`src/rtl/gost_round_key_sched.sv`:
```
// ---------------------------------------------------------------------------
// gost_round_key_sched
//
// Round-key scheduler for a Magma / GOST 28147-89 round core. A full key is
// captured into NUM_SUB subkeys (subkey 1 is the most-significant slice).
// A run then presents one subkey per round over a valid/ready handshake, in
// encryption or decryption order, so the round core never indexes the key.
//
// Ports:
//   clk        in   clock, all state changes on the rising edge
//   rst        in   synchronous active-high reset
//   key_load   in   strobe capturing key_in (accepted only when idle)
//   key_in     in   raw key, KEY_W bits
//   decrypt    in   order select, sampled when a run is accepted
//   start      in   request a schedule run
//   busy       out  high while a run is in progress
//   key_valid  out  high once a key is stored
//   rk_valid   out  round key available on rk_out
//   rk_ready   in   consumer accepts the current round key
//   rk_out     out  current round key, SUBKEY_W bits (registered)
//   rk_round   out  current round index, 0..ROUNDS-1
//   done       out  one-cycle pulse after the last round key is accepted
//
// Build option:
//   GOST_KEY_ZEROIZE_EN  when defined, the key store is wiped as done pulses,
//                        so every run needs a fresh key_load. When undefined
//                        the key is kept and can be replayed by further starts.
// ---------------------------------------------------------------------------
module gost_round_key_sched #(
    parameter int KEY_W    = 256,
    parameter int SUBKEY_W = 32,
    parameter int ROUNDS   = 32,
    localparam int NUM_SUB = KEY_W / SUBKEY_W,
    localparam int PASSES  = ROUNDS / NUM_SUB,
    localparam int RW      = $clog2(ROUNDS)
) (
    input  logic                clk,
    input  logic                rst,
    input  logic                key_load,
    input  logic [KEY_W-1:0]    key_in,
    input  logic                decrypt,
    input  logic                start,
    output logic                busy,
    output logic                key_valid,
    output logic                rk_valid,
    input  logic                rk_ready,
    output logic [SUBKEY_W-1:0] rk_out,
    output logic [RW-1:0]       rk_round,
    output logic                done
);

    localparam int IW = (NUM_SUB > 1) ? $clog2(NUM_SUB) : 1;

    typedef enum logic {
        IDLE,
        RUN
    } state_t;

    state_t              state_q, state_d;
    logic [RW-1:0]       round_q, round_d;
    logic                dec_q, dec_d;
    logic                keyValid_q, keyValid_d;
    logic [SUBKEY_W-1:0] subkey_q [NUM_SUB];
    logic [SUBKEY_W-1:0] subkey_d [NUM_SUB];
    logic [SUBKEY_W-1:0] rkOut_q, rkOut_d;
    logic                rkValid_q, rkValid_d;
    logic                done_q, done_d;

    // Map a round index to a 0-based subkey slot. Each pass of NUM_SUB rounds
    // walks the subkeys either forward (1..NUM_SUB) or in reverse. Encryption
    // reverses only the final pass; decryption reverses every pass but the
    // first, which is exactly the encryption order played backwards.
    function automatic logic [IW-1:0] subIdx(input logic [RW-1:0] r, input logic dec);
        int  pass;
        int  pos;
        logic rev;
        pass = int'(r) / NUM_SUB;
        pos  = int'(r) % NUM_SUB;
        rev  = dec ? (pass != 0) : (pass == PASSES - 1);
        return rev ? IW'(NUM_SUB - 1 - pos) : IW'(pos);
    endfunction

    // Next-state logic. The round key is always computed one cycle ahead and
    // registered, so rk_out never depends combinationally on rk_ready, and a
    // handshake on one round loads the following key without a bubble.
    always_comb begin
        state_d    = state_q;
        round_d    = round_q;
        dec_d      = dec_q;
        keyValid_d = keyValid_q;
        subkey_d   = subkey_q;
        rkOut_d    = rkOut_q;
        rkValid_d  = rkValid_q;
        done_d     = 1'b0;

        case (state_q)
            IDLE: begin
                if (key_load) begin
                    for (int i = 0; i < NUM_SUB; i++) begin
                        subkey_d[i] = key_in[KEY_W-1-i*SUBKEY_W -: SUBKEY_W];
                    end
                    keyValid_d = 1'b1;
                end else if (start && keyValid_q) begin
                    state_d   = RUN;
                    dec_d     = decrypt;
                    round_d   = '0;
                    rkValid_d = 1'b1;
                    rkOut_d   = subkey_q[subIdx('0, decrypt)];
                end
            end

            RUN: begin
                if (rkValid_q && rk_ready) begin
                    if (round_q == RW'(ROUNDS - 1)) begin
                        state_d   = IDLE;
                        rkValid_d = 1'b0;
                        rkOut_d   = '0;
                        done_d    = 1'b1;
`ifdef GOST_KEY_ZEROIZE_EN
                        for (int i = 0; i < NUM_SUB; i++) begin
                            subkey_d[i] = '0;
                        end
                        keyValid_d = 1'b0;
`endif
                    end else begin
                        round_d = round_q + RW'(1);
                        rkOut_d = subkey_q[subIdx(round_q + RW'(1), dec_q)];
                    end
                end
            end

            default: begin
                state_d = IDLE;
            end
        endcase
    end

    // State registers. Reset wipes the key store as well as the run state,
    // so a reset in the middle of a run abandons it without a done pulse.
    always_ff @(posedge clk) begin
        if (rst) begin
            state_q    <= IDLE;
            round_q    <= '0;
            dec_q      <= 1'b0;
            keyValid_q <= 1'b0;
            subkey_q   <= '{default: '0};
            rkOut_q    <= '0;
            rkValid_q  <= 1'b0;
            done_q     <= 1'b0;
        end else begin
            state_q    <= state_d;
            round_q    <= round_d;
            dec_q      <= dec_d;
            keyValid_q <= keyValid_d;
            subkey_q   <= subkey_d;
            rkOut_q    <= rkOut_d;
            rkValid_q  <= rkValid_d;
            done_q     <= done_d;
        end
    end

    assign busy      = (state_q == RUN);
    assign key_valid = keyValid_q;
    assign rk_valid  = rkValid_q;
    assign rk_out    = rkOut_q;
    assign rk_round  = round_q;
    assign done      = done_q;

endmodule

```
`config.mk`:
```
export PLATFORM = sky130hd
export DESIGN_NAME = gost_round_key_sched
export DESIGN_NICKNAME = d
export VERILOG_FILES = /design/src/rtl/gost_round_key_sched.sv
export SDC_FILE = /design/constraint.sdc
export NUM_CORES = 1
export LEC_CHECK = 0
export CAP_MARGIN = 0
export CORE_ASPECT_RATIO = 1.1
export CORE_MARGIN = 1
export CORE_UTILIZATION = 30
export CTS_CLUSTER_SIZE = 10
export DETAILED_ROUTE_END_ITERATION = 8
export DONT_BUFFER_PORTS = 1
export GPL_TIMING_DRIVEN = 0
export PLACE_DENSITY = 0.46
export SLEW_MARGIN = 20
export SYNTH_ARGS = -nofsm -noshare
export SYNTH_HDL_FRONTEND = slang
export SYNTH_SLANG_ARGS = --single-unit
```
`constraint.sdc`:
```
create_clock -name clk -period 2.7 [get_ports clk]
set_input_delay 0.135 -clock clk [delete_from_list [all_inputs] [get_ports clk]]
set_output_delay 0.135 -clock clk [all_outputs]
set_load 0.01 [all_outputs]
```
==> flow_summary.ini <==
[run_status]
status = complete, but fails checks
violations = setup timing

[critical_path]
reg2reg_slack_ns = -0.06
rr_endpoint = rk_out[25]$_SDFFE_PP0P_
setup.worst_path.class = reg -> reg
cp_max_fo = 10
startpoint_type = flip-flop
arrival_ns = 3.19
r2r_cells = 8
r2r-start = busy$_SDFF_PP0_
worstPathRequired_ns = 3.12
crit_path_end_kind = flip-flop

[sta]
post-route-period-util = 1.024
fmax_mhz = 361.9
finClkSkew_ns = 0.02330
hold_viol_final = 0
worstMarginPinSlew_ns = 1.030
finalMaxSlewViolations = 0
setup-tns-final_ns = -0.4494
worst_slack_ns = -0.06357
rsz0062_at_grt = yes
min_period_ns = 2.764
finalSetupViolCount = 18
relSlewSlack = 0.3134

[finish]
nFillCells = 4960
drive_gt1_frac = 0.1047
syn_to_final_growth_pct = 37.55
nets = 2543
fin_area_mm2 = 0.02034

[detailed_routing]
viasPerCell = 5.203
dr_total_vias = 15323
dr.first_iter.drc_count = 799
wl_met3_um = 3924
routedWlPerCell_um = 22.35
topRoutingLayerUsed = met5
wl_met1_um = 27660
drc_errors = 0
route.met2.wl_um = 32170
routed_wl_um = 65820
drt-pass1-iter-count = 8
drtAntennaViolNets = 0

[grt]
grt_antenna_before_repair = 7
grt_pass1_vias = 15289
grt_overflow_total = 0
grtUsageTotal = 0.2577
grt_first_pass_wirelength_um = 96170
grt_max_degree = 11

[clock_network]
clk_latency_ns = 0.57
cts_buffers = 37
clockRootBuffer = clkbuf_16
cts_tree = done
cts_sinks = 298
htreeDepth = 2
clock_path_buffers = 3
clkSlewWorstSetupHoldPaths_ns = 0.06

[worst_hold_path]
hp-start = start
worstHoldEndpoint = busy$_SDFF_PP0_
hp-class = in -> reg
hold_depth = 3

[yosys]
yosys_warnings = 0
ys_seq_area_frac = 0.4035
synthesis.nets = 2219
ys.flop_type = dfxtp_1
synth_area_leaders = dfxtp_1 (40%), nand2_1 (13%), a21oi_1 (13%)
synth.avg_cell_area_um2 = 7.563
synth_edf_count = 0
ys_async_sr_fraction = 0
synth_top_area_frac = 0.4035
netlist_area_mm2 = 0.01479
synthCells = 1955
synth_seq_cells = 298
yosysTopAreaCell = dfxtp_1
yosys.cell_types.count = 53

[floorplan]
io-pin-count = 303
dieHeight_um = 234.8
die_width_um = 213.7
dieArea_mm2 = 0.05018
placementRows = 84
fp.coreArea_mm2 = 0.04824
start_util = 0.3065

[pwr]
peakVddDrop_mv = 0.2810
power.density_mw_per_mm2 = 535.7
p_leak_nw = 7.004

[placement]
gp_congestion = 0.8711
port_buffers = 0
place_ws_ns = -0.7858
placed_area_mm2 = 0.01561
dp_hpwl_um = 51560

[flow_run]
max_cap_violations = 0
==> synth_stat cells, types with 2 or more instances <==
| library cell | n |
|---|---|
| nand2b_1 | 3 |
| clkbuf_1 | 138 |
| nor2b_1 | 33 |
| a21oi_1 | 392 |
| o21ai_0 | 40 |
| dfxtp_1 | 298 |
| nor3_1 | 33 |
| a211oi_1 | 34 |
| o22ai_1 | 31 |
| nand2_1 | 524 |
| a311o_1 | 31 |
| inv_1 | 35 |
| a211oi_2 | 31 |
| buf_1 | 4 |
| a221oi_1 | 32 |
| mux2i_1 | 64 |
| and3_1 | 3 |
| nand3_1 | 8 |
| nor2_1 | 44 |
| a22oi_1 | 32 |
| o2111ai_1 | 32 |
| nor3b_1 | 5 |
| buf_6 | 7 |
| a31oi_1 | 32 |
| ha_1 | 2 |
| buf_2 | 39 |
| or3_1 | 2 |
==> repair_timing <==
| item | in CTS | in global routing |
|---|---|---|
| gates resized for setup | 102 | 63 |
| pin swaps | 31 | 25 |
| hold endpoints to repair | 265 | 0 |
| cloned | 3 | 2 |
| hold buffers | 258 | 0 |
| endpoints found under the setup margin | 242 | 101 |
| buffers inserted | 17 | 8 |
==> cell families (layout without fill, tap and decap cells) <==
kind of cell / Yosys count / after routing / share of synthesized area
DFF: 298 / 298 / 0.4035
buffers and inverters: 224 / 562 / 0.06398
adders and majority gates: 2 / 2 / 0.001692
and+or+nand+nor: 665 / 665 / 0.1841
muxes: 65 / 65 / 0.04434
other: 0 / 7 / 0
xor gates and xnor gates: 4 / 4 / 0.005417
AOI/OAI and AO/OA: 697 / 697 / 0.2969
==> through the flow <==
step	hold WS, ns	utilization	total power [mW]	instances
after floorplan	0.2710	-	5.577	1955
after global placement	0.2729	0.3235	5.958	2600
after detailed placement	0.2779	0.3235	5.979	2600
after CTS	0.08231	0.4142	10.95	2931
after global routing	0.1076	0.4215	11.30	2943
final	0.1062	0.4216	10.90	2945
==> sequential cells by signal (all words and copies together) (netlist names) <==
| name | flops |
|---|---|
| rk_valid | 1 |
| busy | 1 |
| key_valid | 1 |
| subkey_q | 256 |
| done | 1 |
| dec_q | 1 |
| rk_out | 32 |
| rk_round | 5 |
==> cells in the final DEF (no fill, tap or decap), types with 35 or more instances in the layout <==
cell and n:
dlygate4sd3_1 258, dfxtp_1 294, mux2i_1 63, inv_1 35, a21oi_1 391, nand2_1 523, nor2_1 44, clkbuf_1 114
clkbuf_16 42, o21ai_0 40
==> how the worst max path moves through the flow <==
stage	cells after the start	startpoint	slack (ns)	endpoint
finish	8	busy$_SDFF_PP0_	-0.06	rk_out[25]$_SDFFE_PP0P_
global route	14	rk_round[3]$_SDFFE_PP0P_	-0.16	rk_out[3]$_SDFFE_PP0P_
CTS	15	rk_round[0]$_SDFFE_PP0P_	-0.17	rk_out[13]$_SDFFE_PP0P_
detailed placement	11	rk_round[3]$_SDFFE_PP0P_	-0.79	rk_out[10]$_SDFFE_PP0P_
global placement	11	rk_round[3]$_SDFFE_PP0P_	-0.83	rk_out[7]$_SDFFE_PP0P_
floorplan	13	rk_round[0]$_SDFFE_PP0P_	0.01	rk_out[10]$_SDFFE_PP0P_
==> where the power goes <==
group	leakage, nW	total (mW)	internal, mW	switching [mW]
Combinational	4.03	1.35	0.582	0.769
Sequential	2.45	4.92	4.65	0.265
Clock	0.520	4.63	2.68	1.95
Total	7.00	10.9	7.91	2.98
==> worst max-delay path, cell delays in order, from the launching register on <==
cell and delay [ns]:
dfxtp_1 0.42, and4bb_1 0.51, a31o_1 0.17, buf_2 0.22
clkbuf_1 0.35, o21ai_0 0.35, a211oi_2 0.31, a311o_1 0.23
a31oi_1 0.05
==> per-layer routing <==
| metal | global-route usage | vias up |
|---|---|---|
| li1 | - | 7560 |
| met3 | 0.04945 | 95 |
| met5 | 0 | - |
| met1 | 0.3164 | 7233 |
| met2 | 0.4443 | 431 |
| met4 | 0.08810 | 4 |
==> layout make-up <==
type                    count  area, um^2  area share
multi-input cells        1433        8418      0.4139
flip-flops and latches    298        5981      0.2941
repair buffers            286        2927      0.1439
clock buffers              50        1047     0.05149
plain buffers             188       987.2     0.04854
well taps                 645       807.0     0.03968
inverters                  35       131.4    0.006460
clock inverters             3       21.27    0.001046
diodes                      7       17.52   0.0008613
No activity file was read; power rests on OpenSTA's default activity.
